===== config.mk =====
export PLATFORM = sky130hd
export DESIGN_NAME = uart_rx_fifo_flat
export DESIGN_NICKNAME = d
export VERILOG_FILES = /design/src/rtl/uart_rx_fifo_if.sv /design/src/rtl/uart_rx_fifo.sv /design/src/flat_wrapper.sv
export SDC_FILE = /design/constraint.sdc
export NUM_CORES = 1
export LEC_CHECK = 0
export CELL_PAD_IN_SITES_DETAIL_PLACEMENT = 0
export CELL_PAD_IN_SITES_GLOBAL_PLACEMENT = 1
export CORE_ASPECT_RATIO = 0.75
export CORE_UTILIZATION = 48
export DETAILED_ROUTE_END_ITERATION = 6
export PLACE_DENSITY_LB_ADDON = 0.1
export SYNTH_ARGS = -nofsm -noshare
export SYNTH_HDL_FRONTEND = slang
export SYNTH_SLANG_ARGS = --single-unit

===== constraint.sdc =====
create_clock -name clk -period 2.8 [get_ports clk]
set_input_delay 0.56 -clock clk [delete_from_list [all_inputs] [get_ports clk]]
set_output_delay 0.56 -clock clk [all_outputs]
set_load 0.005 [all_outputs]

===== src/rtl/uart_rx_fifo_if.sv =====
// Receive-side buffer bus: receiver capture, consumer valid/ready read side and status flags.
// The slave modport is the buffer; the master modport is the receiver/consumer side.
interface uart_rx_fifo_if #(
  parameter int unsigned DATA_W = 8,
  parameter int unsigned ADDR_W = 4
);
  logic              rx_done;
  logic [DATA_W-1:0] rx_dat;
  logic [DATA_W-1:0] rd_data;
  logic              rd_valid;
  logic              rd_ready;
  logic [ADDR_W:0]   count;
  logic              full;
  logic              empty;
  logic              overflow;
  logic              clr_ovf;
  logic              almost_full;

  modport slave (
    input  rx_done, rx_dat, rd_ready, clr_ovf,
    output rd_data, rd_valid, count, full, empty, overflow, almost_full
  );

  modport master (
    output rx_done, rx_dat, rd_ready, clr_ovf,
    input  rd_data, rd_valid, count, full, empty, overflow, almost_full
  );
endinterface


===== src/rtl/uart_rx_fifo.sv =====
// UART receive byte FIFO: edge-captures rx_done, first-word-fall-through read, sticky overflow.
// Optional registered almost_full watermark enabled by defining RXF_WATERMARK_EN.
module uart_rx_fifo #(
  parameter int unsigned DATA_W    = 8,
  parameter int unsigned DEPTH     = 16,
  parameter int unsigned ADDR_W    = 4,
  parameter int unsigned AFULL_LVL = 12
) (
  input  logic            clk,
  input  logic            rst,
  uart_rx_fifo_if.slave   bus
);

  if (DEPTH != (2 ** ADDR_W) || DEPTH < 2 || AFULL_LVL > DEPTH) begin : g_param_check
    $error("uart_rx_fifo: bad DEPTH/ADDR_W/AFULL_LVL combination");
  end

  logic [DATA_W-1:0] mem_q [DEPTH];
  logic [ADDR_W-1:0] wptr_q, wptr_d;
  logic [ADDR_W-1:0] rptr_q, rptr_d;
  logic [ADDR_W:0]   count_q, count_d;
  logic              full_q, full_d;
  logic              empty_q, empty_d;
  logic              ovf_q, ovf_d;
  logic              done_q;
  logic              wr_req, rd_fire, wr_acc;
`ifdef RXF_WATERMARK_EN
  logic              afull_q, afull_d;
`endif

  always_comb begin
    wr_req  = bus.rx_done && !done_q;
    rd_fire = !empty_q && bus.rd_ready;
    // A full FIFO still takes the byte when the head leaves in the same cycle.
    wr_acc  = wr_req && (!full_q || rd_fire);

    wptr_d  = wr_acc  ? wptr_q + 1'b1 : wptr_q;
    rptr_d  = rd_fire ? rptr_q + 1'b1 : rptr_q;

    count_d = count_q;
    case ({wr_acc, rd_fire})
      2'b10:   count_d = count_q + 1'b1;
      2'b01:   count_d = count_q - 1'b1;
      default: count_d = count_q;
    endcase

    full_d  = (count_d == (ADDR_W+1)'(DEPTH));
    empty_d = (count_d == '0);

    ovf_d = ovf_q;
    if (bus.clr_ovf)         ovf_d = 1'b0;
    if (wr_req && !wr_acc)   ovf_d = 1'b1;

`ifdef RXF_WATERMARK_EN
    afull_d = (count_d >= (ADDR_W+1)'(AFULL_LVL));
`endif
  end

  always_ff @(posedge clk or posedge rst) begin
    if (rst) begin
      done_q  <= 1'b1;
      wptr_q  <= '0;
      rptr_q  <= '0;
      count_q <= '0;
      full_q  <= 1'b0;
      empty_q <= 1'b1;
      ovf_q   <= 1'b0;
`ifdef RXF_WATERMARK_EN
      afull_q <= 1'b0;
`endif
    end else begin
      done_q  <= bus.rx_done;
      wptr_q  <= wptr_d;
      rptr_q  <= rptr_d;
      count_q <= count_d;
      full_q  <= full_d;
      empty_q <= empty_d;
      ovf_q   <= ovf_d;
`ifdef RXF_WATERMARK_EN
      afull_q <= afull_d;
`endif
    end
  end

  always_ff @(posedge clk) begin
    if (wr_acc) mem_q[wptr_q] <= bus.rx_dat;
  end

  // Storage is not reset, so the head is masked to zero while nothing is queued.
  assign bus.rd_data  = empty_q ? '0 : mem_q[rptr_q];
  assign bus.rd_valid = !empty_q;
  assign bus.count    = count_q;
  assign bus.full     = full_q;
  assign bus.empty    = empty_q;
  assign bus.overflow = ovf_q;
`ifdef RXF_WATERMARK_EN
  assign bus.almost_full = afull_q;
`else
  assign bus.almost_full = 1'b0;
`endif

endmodule


===== src/flat_wrapper.sv =====
// flat-port wrapper written by rule: the top's interface ports become plain ports
module uart_rx_fifo_flat 
#(
  parameter int unsigned DATA_W    = 8,
  parameter int unsigned DEPTH     = 16,
  parameter int unsigned ADDR_W    = 4,
  parameter int unsigned AFULL_LVL = 12
)
  (clk, rst, bus_rx_done, bus_rx_dat, bus_rd_ready, bus_clr_ovf, bus_rd_data, bus_rd_valid, bus_count, bus_full, bus_empty, bus_overflow, bus_almost_full);
  uart_rx_fifo_if #(.DATA_W(DATA_W), .ADDR_W(ADDR_W)) bus_i ();
  input  logic clk;
  input  logic rst;
  input wire logic [$bits(bus_i.rx_done)-1:0] bus_rx_done;
  input wire logic [$bits(bus_i.rx_dat)-1:0] bus_rx_dat;
  input wire logic [$bits(bus_i.rd_ready)-1:0] bus_rd_ready;
  input wire logic [$bits(bus_i.clr_ovf)-1:0] bus_clr_ovf;
  output wire logic [$bits(bus_i.rd_data)-1:0] bus_rd_data;
  output wire logic [$bits(bus_i.rd_valid)-1:0] bus_rd_valid;
  output wire logic [$bits(bus_i.count)-1:0] bus_count;
  output wire logic [$bits(bus_i.full)-1:0] bus_full;
  output wire logic [$bits(bus_i.empty)-1:0] bus_empty;
  output wire logic [$bits(bus_i.overflow)-1:0] bus_overflow;
  output wire logic [$bits(bus_i.almost_full)-1:0] bus_almost_full;
  assign bus_i.rx_done = bus_rx_done;
  assign bus_i.rx_dat = bus_rx_dat;
  assign bus_i.rd_ready = bus_rd_ready;
  assign bus_i.clr_ovf = bus_clr_ovf;
  assign bus_rd_data = bus_i.rd_data;
  assign bus_rd_valid = bus_i.rd_valid;
  assign bus_count = bus_i.count;
  assign bus_full = bus_i.full;
  assign bus_empty = bus_i.empty;
  assign bus_overflow = bus_i.overflow;
  assign bus_almost_full = bus_i.almost_full;
  uart_rx_fifo #(.DATA_W(DATA_W), .DEPTH(DEPTH), .ADDR_W(ADDR_W), .AFULL_LVL(AFULL_LVL)) u_core (.clk(clk), .rst(rst), .bus(bus_i));
endmodule

# Word level (Yosys, flattened, before mapping)
# Memories as Yosys holds them, arrays and structs flattened.
# Index checks and enable logic that the tools add are counted.
[op_classes]
n_addsub = 4
eq_ne = 3
muxes = 6
n_reduce_logical = 11
[op_table]
columns = ["operator", "n"]
rows = [
  ["one-hot mux 5 bit (2 select lines)", 1],
  ["adder 4 x 1 -> 4 bit (second input constant)", 2],
  ["two-way mux 8 bit", 1],
  ["adder 5 x 1 -> 5 bit (second input constant)", 1],
  ["== test 5 bit (second input constant)", 1],
  ["zero test 5 bit", 1],
  ["subtractor 5 x 1 -> 5 bit (second input constant)", 1],
  ["logical AND 1 bit", 4],
  ["zero test 1 bit", 4],
  ["two-way mux 1 bit", 4],
  ["== test 2 x 1 -> 1 bit (second input constant)", 1],
  ["== test 2 bit (second input constant)", 1],
  ["nonzero test 2 bit", 1],
  ["logical OR 1 bit", 1],
]
[word_totals]
ff_bits = 17
mem_bits_rw = 128
n_memories = 1
[mem_list]
columns = ["name", "words", "width", "read_ports", "rd_ports_with_merged_regs", "write_ports", "line_no", "rtl"]
rows = [
  ["u_core.mem_q", 16, 8, 1, 0, 1, "uart_rx_fifo.sv:18", "logic [DATA_W-1:0] mem_q [DEPTH];"],
]

# Logic depth before layout (Yosys ltp)
[logic_depth]
word_depth = 7
mapped_depth = 12
depth_no_buf = 11

# Least setup slack after synthesis
# No wires, ideal clock.
[synth_timing]
path_type = "input to register"
start = "in bus_rd_ready"
end = "reg u_core.full_q, in the netlist u_core.bus.full"
setup_time_ns = 0.073
arrival_time_ns = 2.531
setup_slack_ns = 0.196
cell_stages = 12
path_cell_list = "nand2b_1 a21oi_4 inv_2 ha_1 buf_6 xor2_1 ha_1 a21oi_2 mux2i_1 xnor2_1 a211o_1 nor2b_1"
[synth_via]
elab_chain_len = 6
[synth_lines]
columns = ["item", "line_no", "rtl"]
rows = [
  ["from (decl)", "flat_wrapper.sv:15", "input wire logic [$bits(bus_i.rd_ready)-1:0] bus_rd_ready;"],
  ["logical AND 1 bit (*)", "uart_rx_fifo.sv:33", "rd_fire = !empty_q && bus.rd_ready;"],
  ["logical OR 1 bit", "uart_rx_fifo.sv:35", "wr_acc = wr_req && (!full_q || rd_fire);"],
  ["logical AND 1 bit", "uart_rx_fifo.sv:35", ""],
  ["== test 2 x 1 -> 1 bit or == test 2 bit (tied branches)", "uart_rx_fifo.sv:41", "case ({wr_acc, rd_fire})"],
  ["one-hot mux 5 bit (2 select lines) (*)", "uart_rx_fifo.sv:41", ""],
  ["via u_core.count_d[2]", "uart_rx_fifo.sv:21", "logic [ADDR_W:0] count_q, count_d;"],
  ["== test 5 bit (*)", "uart_rx_fifo.sv:47", "full_d = (count_d == (ADDR_W+1)'(DEPTH));"],
  ["via u_core.full_d", "uart_rx_fifo.sv:22", "logic full_q, full_d;"],
  ["to (signal assigned)", "uart_rx_fifo.sv:76", "full_q <= full_d;"],
  ["to (decl)", "uart_rx_fifo.sv:22", ""],
]
# Mark *: on every way through the listed nets, which the timed path passes. The rest lies on a longest branch.
# A chain may end at the register's enable or synchronous reset.

# Worst setup path in the final report
[layout_timing]
start = "reg u_core.rptr_q[0]"
end = "out bus_rd_data[2]"
[layout_via]
elab_chain_len = 2
[layout_lines]
columns = ["item", "line_no", "rtl"]
rows = [
  ["from (decl)", "uart_rx_fifo.sv:20", "logic [ADDR_W-1:0] rptr_q, rptr_d;"],
  ["from (signal assigned)", "uart_rx_fifo.sv:74", "rptr_q <= rptr_d;"],
  ["memory read (16 x 8 bit)", "n/a", ""],
  ["two-way mux 8 bit", "uart_rx_fifo.sv:90", "assign bus.rd_data = empty_q ? '0 : mem_q[rptr_q];"],
  ["to (decl)", "flat_wrapper.sv:17", "output wire logic [$bits(bus_i.rd_data)-1:0] bus_rd_data;"],
]
# No other way between the ends.

==> impl_metrics.json <==
{
  "cts_tree": "done",
  "grtUsageTotal_pct": 20.21,
  "dp_cells": 535,
  "core_area_um2": 12260,
  "maxSlewHeadroom_pct": 54.75,
  "clock_latency_ps": 410,
  "yosysWarnings": 0,
  "worstPathCellList": "buf_12 -> mux4_2 -> mux2i_4 -> o22ai_1 -> dlygate4sd2_1",
  "status": "finished, final reports clean",
  "routed_wl_um": 12070,
  "clock_skew_ps": 5.382,
  "slowest_stage": "mux4_2",
  "fin_hold_ws_ps": 525.5,
  "power_density_nw_per_um2": 1005,
  "max_slew.worst_pin.slew_ps": 678.0,
  "setup_violations": 0,
  "crit_path_start_kind": "register",
  "internal_power_mw": 5.157,
  "drv_slew": 0,
  "min_to": "u_core.bus.count[4]",
  "finalNonFillerCells": 573,
  "final_common_cell": "edfxtp_1",
  "hp-class": "register to register",
  "syn_inst": 323,
  "dr.first_iter.drc_count": 317,
  "clock_sinks": 145,
  "yosysSeqAreaShare_pct": 70.95,
  "reg2regPathDepth": 11,
  "gp_congestion": 0.7587,
  "grt_pass1_vias": 3151,
  "clk_pin_slew_worst_paths_ps": 60,
  "htree_num_levels": 4,
  "synth_edf_count": 128,
  "crit_fanout": 7,
  "cp.required_ps": 2240,
  "synth_area_per_cell_um2": 18.64,
  "worstReg2RegStart": "u_core.bus.empty",
  "drive_gt1_share_pct": 31.70,
  "hold_viol": 0,
  "grt.overflow.total": 0,
  "power_switching_mw": 2.237,
  "worst-path-buf-inv": 2,
  "rows": 35,
  "port_buffers": 29,
  "synth_cell_types": 45,
  "nNetsFinal": 416,
  "grt_pass1_wl_um": 18760,
  "antennaDiodeCount": 0,
  "pwr-share-clk_pct": 27.0,
  "drtAntennaViolNets": 0,
  "drc": 0,
  "synthFlopType": "edfxtp_1",
  "critPathArrivalTime_ps": 2150,
  "fp.dieW_um": 131.3,
  "pin_count": 31,
  "crit_path_end_kind": "output port",
  "min_period_ps": 2709,
  "switching_share_pct": 30.26,
  "cts-hold-fix-buffers": 0,
  "antenna_found_initial": 0,
  "grt_max_degree": 38,
  "min_from": "u_core.bus.count[4]",
  "power.leakage_nw": 2.535,
  "reg2reg_to": "u_core.bus.empty",
  "pwr-share-seq_pct": 38.7,
  "layout_common_cells": "edfxtp_1, buf_4, mux4_2, clkdlybuf4s50_1, clkbuf_16",
  "avgRoutedWirePerCell_um": 21.07,
  "fillers": 927,
  "placed_area_um2": 6703,
  "power_mw": 7.394,
  "max-cap-violations": 0,
  "synth-seq-cells": 145,
  "drtPass1Iterations": 5,
  "netlist_area_um2": 6021,
  "vias": 3129,
  "path_delay_family": "multiplexers",
  "cts_made_buffers": 17,
  "die_h_um": 98.99,
  "path_class": "register to output port",
  "syn_nets": 344,
  "cts_root_buf": "clkbuf_16",
  "p_comb_share_pct": 34.3,
  "synthArstFlopShare_pct": 11.72,
  "hpwlAfterDp_um": 7627,
  "start_util_pct": 49.10,
  "max_stage_delay_ps": 540,
  "reg2reg_setup_slack_ps": 260,
  "rsz0062_at_grt": "false",
  "vias_per_cell": 5.461,
  "design.die.area_um2": 13000,
  "design_area_um2": 7360,
  "fmaxAchievable_ghz": 0.3692,
  "whs_path_depth": 1,
  "fin_crit_sh_pct": 96.73,
  "vdd_drop_max_mv": 0.5068,
  "areaGrowthSynthToFinish_pct": 22.24,
  "cts_buffer_depth": 2
}
[through the flow]
| stage | util (%) | TNS [ps] | setup slack, ps |
|---|---|---|---|
| 3_5_place_dp | 54.66 | -337.1 | -168.8 |
| 3_3_place_gp | 54.66 | -232.3 | -123.6 |
| 2_1_floorplan | - | 0 | 196.5 |
| 5_1_grt | 60.02 | 0 | 6.111 |
| 4_1_cts | 60.20 | -3.817 | -3.817 |
| 6_report | 60.02 | 0 | 91.49 |
[how the worst max path moves through the flow]
stage	start	endpoint	cells past startpoint
floorplan	bus_rd_ready	u_core.bus.full	12
global placement	bus_rd_ready	u_core.bus.full	12
detailed placement	bus_rx_done	u_core.bus.empty	12
CTS	u_core.rptr_q[0]	bus_rd_data[0]	6
global route	u_core.rptr_q[0]	bus_rd_data[0]	6
finish	u_core.rptr_q[0]	bus_rd_data[2]	5
[layout make-up]
type	instances	area (um2)	area share [%]
clock buffer	22	444.2	6.035
clock inverter	9	67.56	0.9181
inverter	14	52.55	0.7140
multi-input combinational	146	1654	22.48
sequential	145	4274	58.08
tap	166	207.7	2.822
timing repair buffer	71	659.4	8.960
[state kept, by name (all words and copies together), names as in the netlist]
| name | cells |
|---|---|
| u_core.bus.full | 1 |
| u_core.rptr_q | 4 |
| u_core.mem_q | 128 |
| u_core.wptr_q | 4 |
| u_core.bus.empty | 1 |
| u_core.bus.count | 5 |
| u_core.bus.overflow | 1 |
| u_core.done_q | 1 |
[cell usage after synthesis, drive strengths merged, types with 2 or more instances]
cell type  count  share of area [%]
a211oi         4               0.50
a21oi          8               0.98
and2           4               0.42
buf           16                2.2
clkbuf         2               0.12
dfrtp         15                6.2
dfstp          2               0.87
edfxtp       128                 64
ha             8                1.7
inv           14               0.87
mux2           2               0.44
mux2i         16                2.7
mux4          31                 12
nand2          9               0.56
nand2b         2               0.21
nand3          3               0.25
nand3b         2               0.25
nand4          2               0.21
nor2          11               0.69
nor2b          2               0.21
nor3           4               0.33
nor3b          2               0.33
nor4           4               0.42
o21ai          4               0.39
o221ai         2               0.29
o22ai          8               0.83
xnor2          9                1.4
xor2           2               0.29
[repair_timing]
item                       4_1_cts  5_1_grt
buffers inserted                 5        0
pin swaps                        2        1
setup endpoints to repair        8        6
gates cloned                     2        0
gates resized for setup         33        8
[kinds of logic (layout without fill, tap and decap cells)]
kind of cell,after synthesis,count (layout),synth area share (%)
flops,145,145,70.95
mux,49,49,14.69
simple gates,47,47,4.114
buf+inv,32,116,3.242
compound gates,30,30,3.554
xor+xnor,11,11,1.725
fa+ha+maj,8,8,1.663
other cells,1,1,0.06228
[worst reg2reg max path: stages, from the launching register on]
cell	delay, ps
dfstp_2	570
nand2b_1	180
buf_4	150
inv_1	60
ha_1	200
xor2_1	170
ha_1	240
a21oi_2	130
mux2i_1	230
xnor2_1	100
a211o_1	320
nor2_1	110
[power groups by stage]
stage	sequential (mW)	combinational, mW	clock [mW]
after floorplan	2.70	1.61	0
after global routing	2.89	2.74	2.11
after detailed placement	2.89	2.31	0
final	2.86	2.54	2.00
after CTS	2.86	2.58	2.02
after global placement	2.87	2.31	0
[metal layers]
layer | global-route usage [%] | wire length, um | vias up
li1 | - | - | 1423
met1 | 30.02 | 5866 | 1605
met2 | 29.21 | 5408 | 87
met3 | 5.093 | 668 | 14
met4 | 6.977 | 130 | 0
met5 | 0 | 0 | -
No activity file was read; power rests on OpenSTA's default activity.
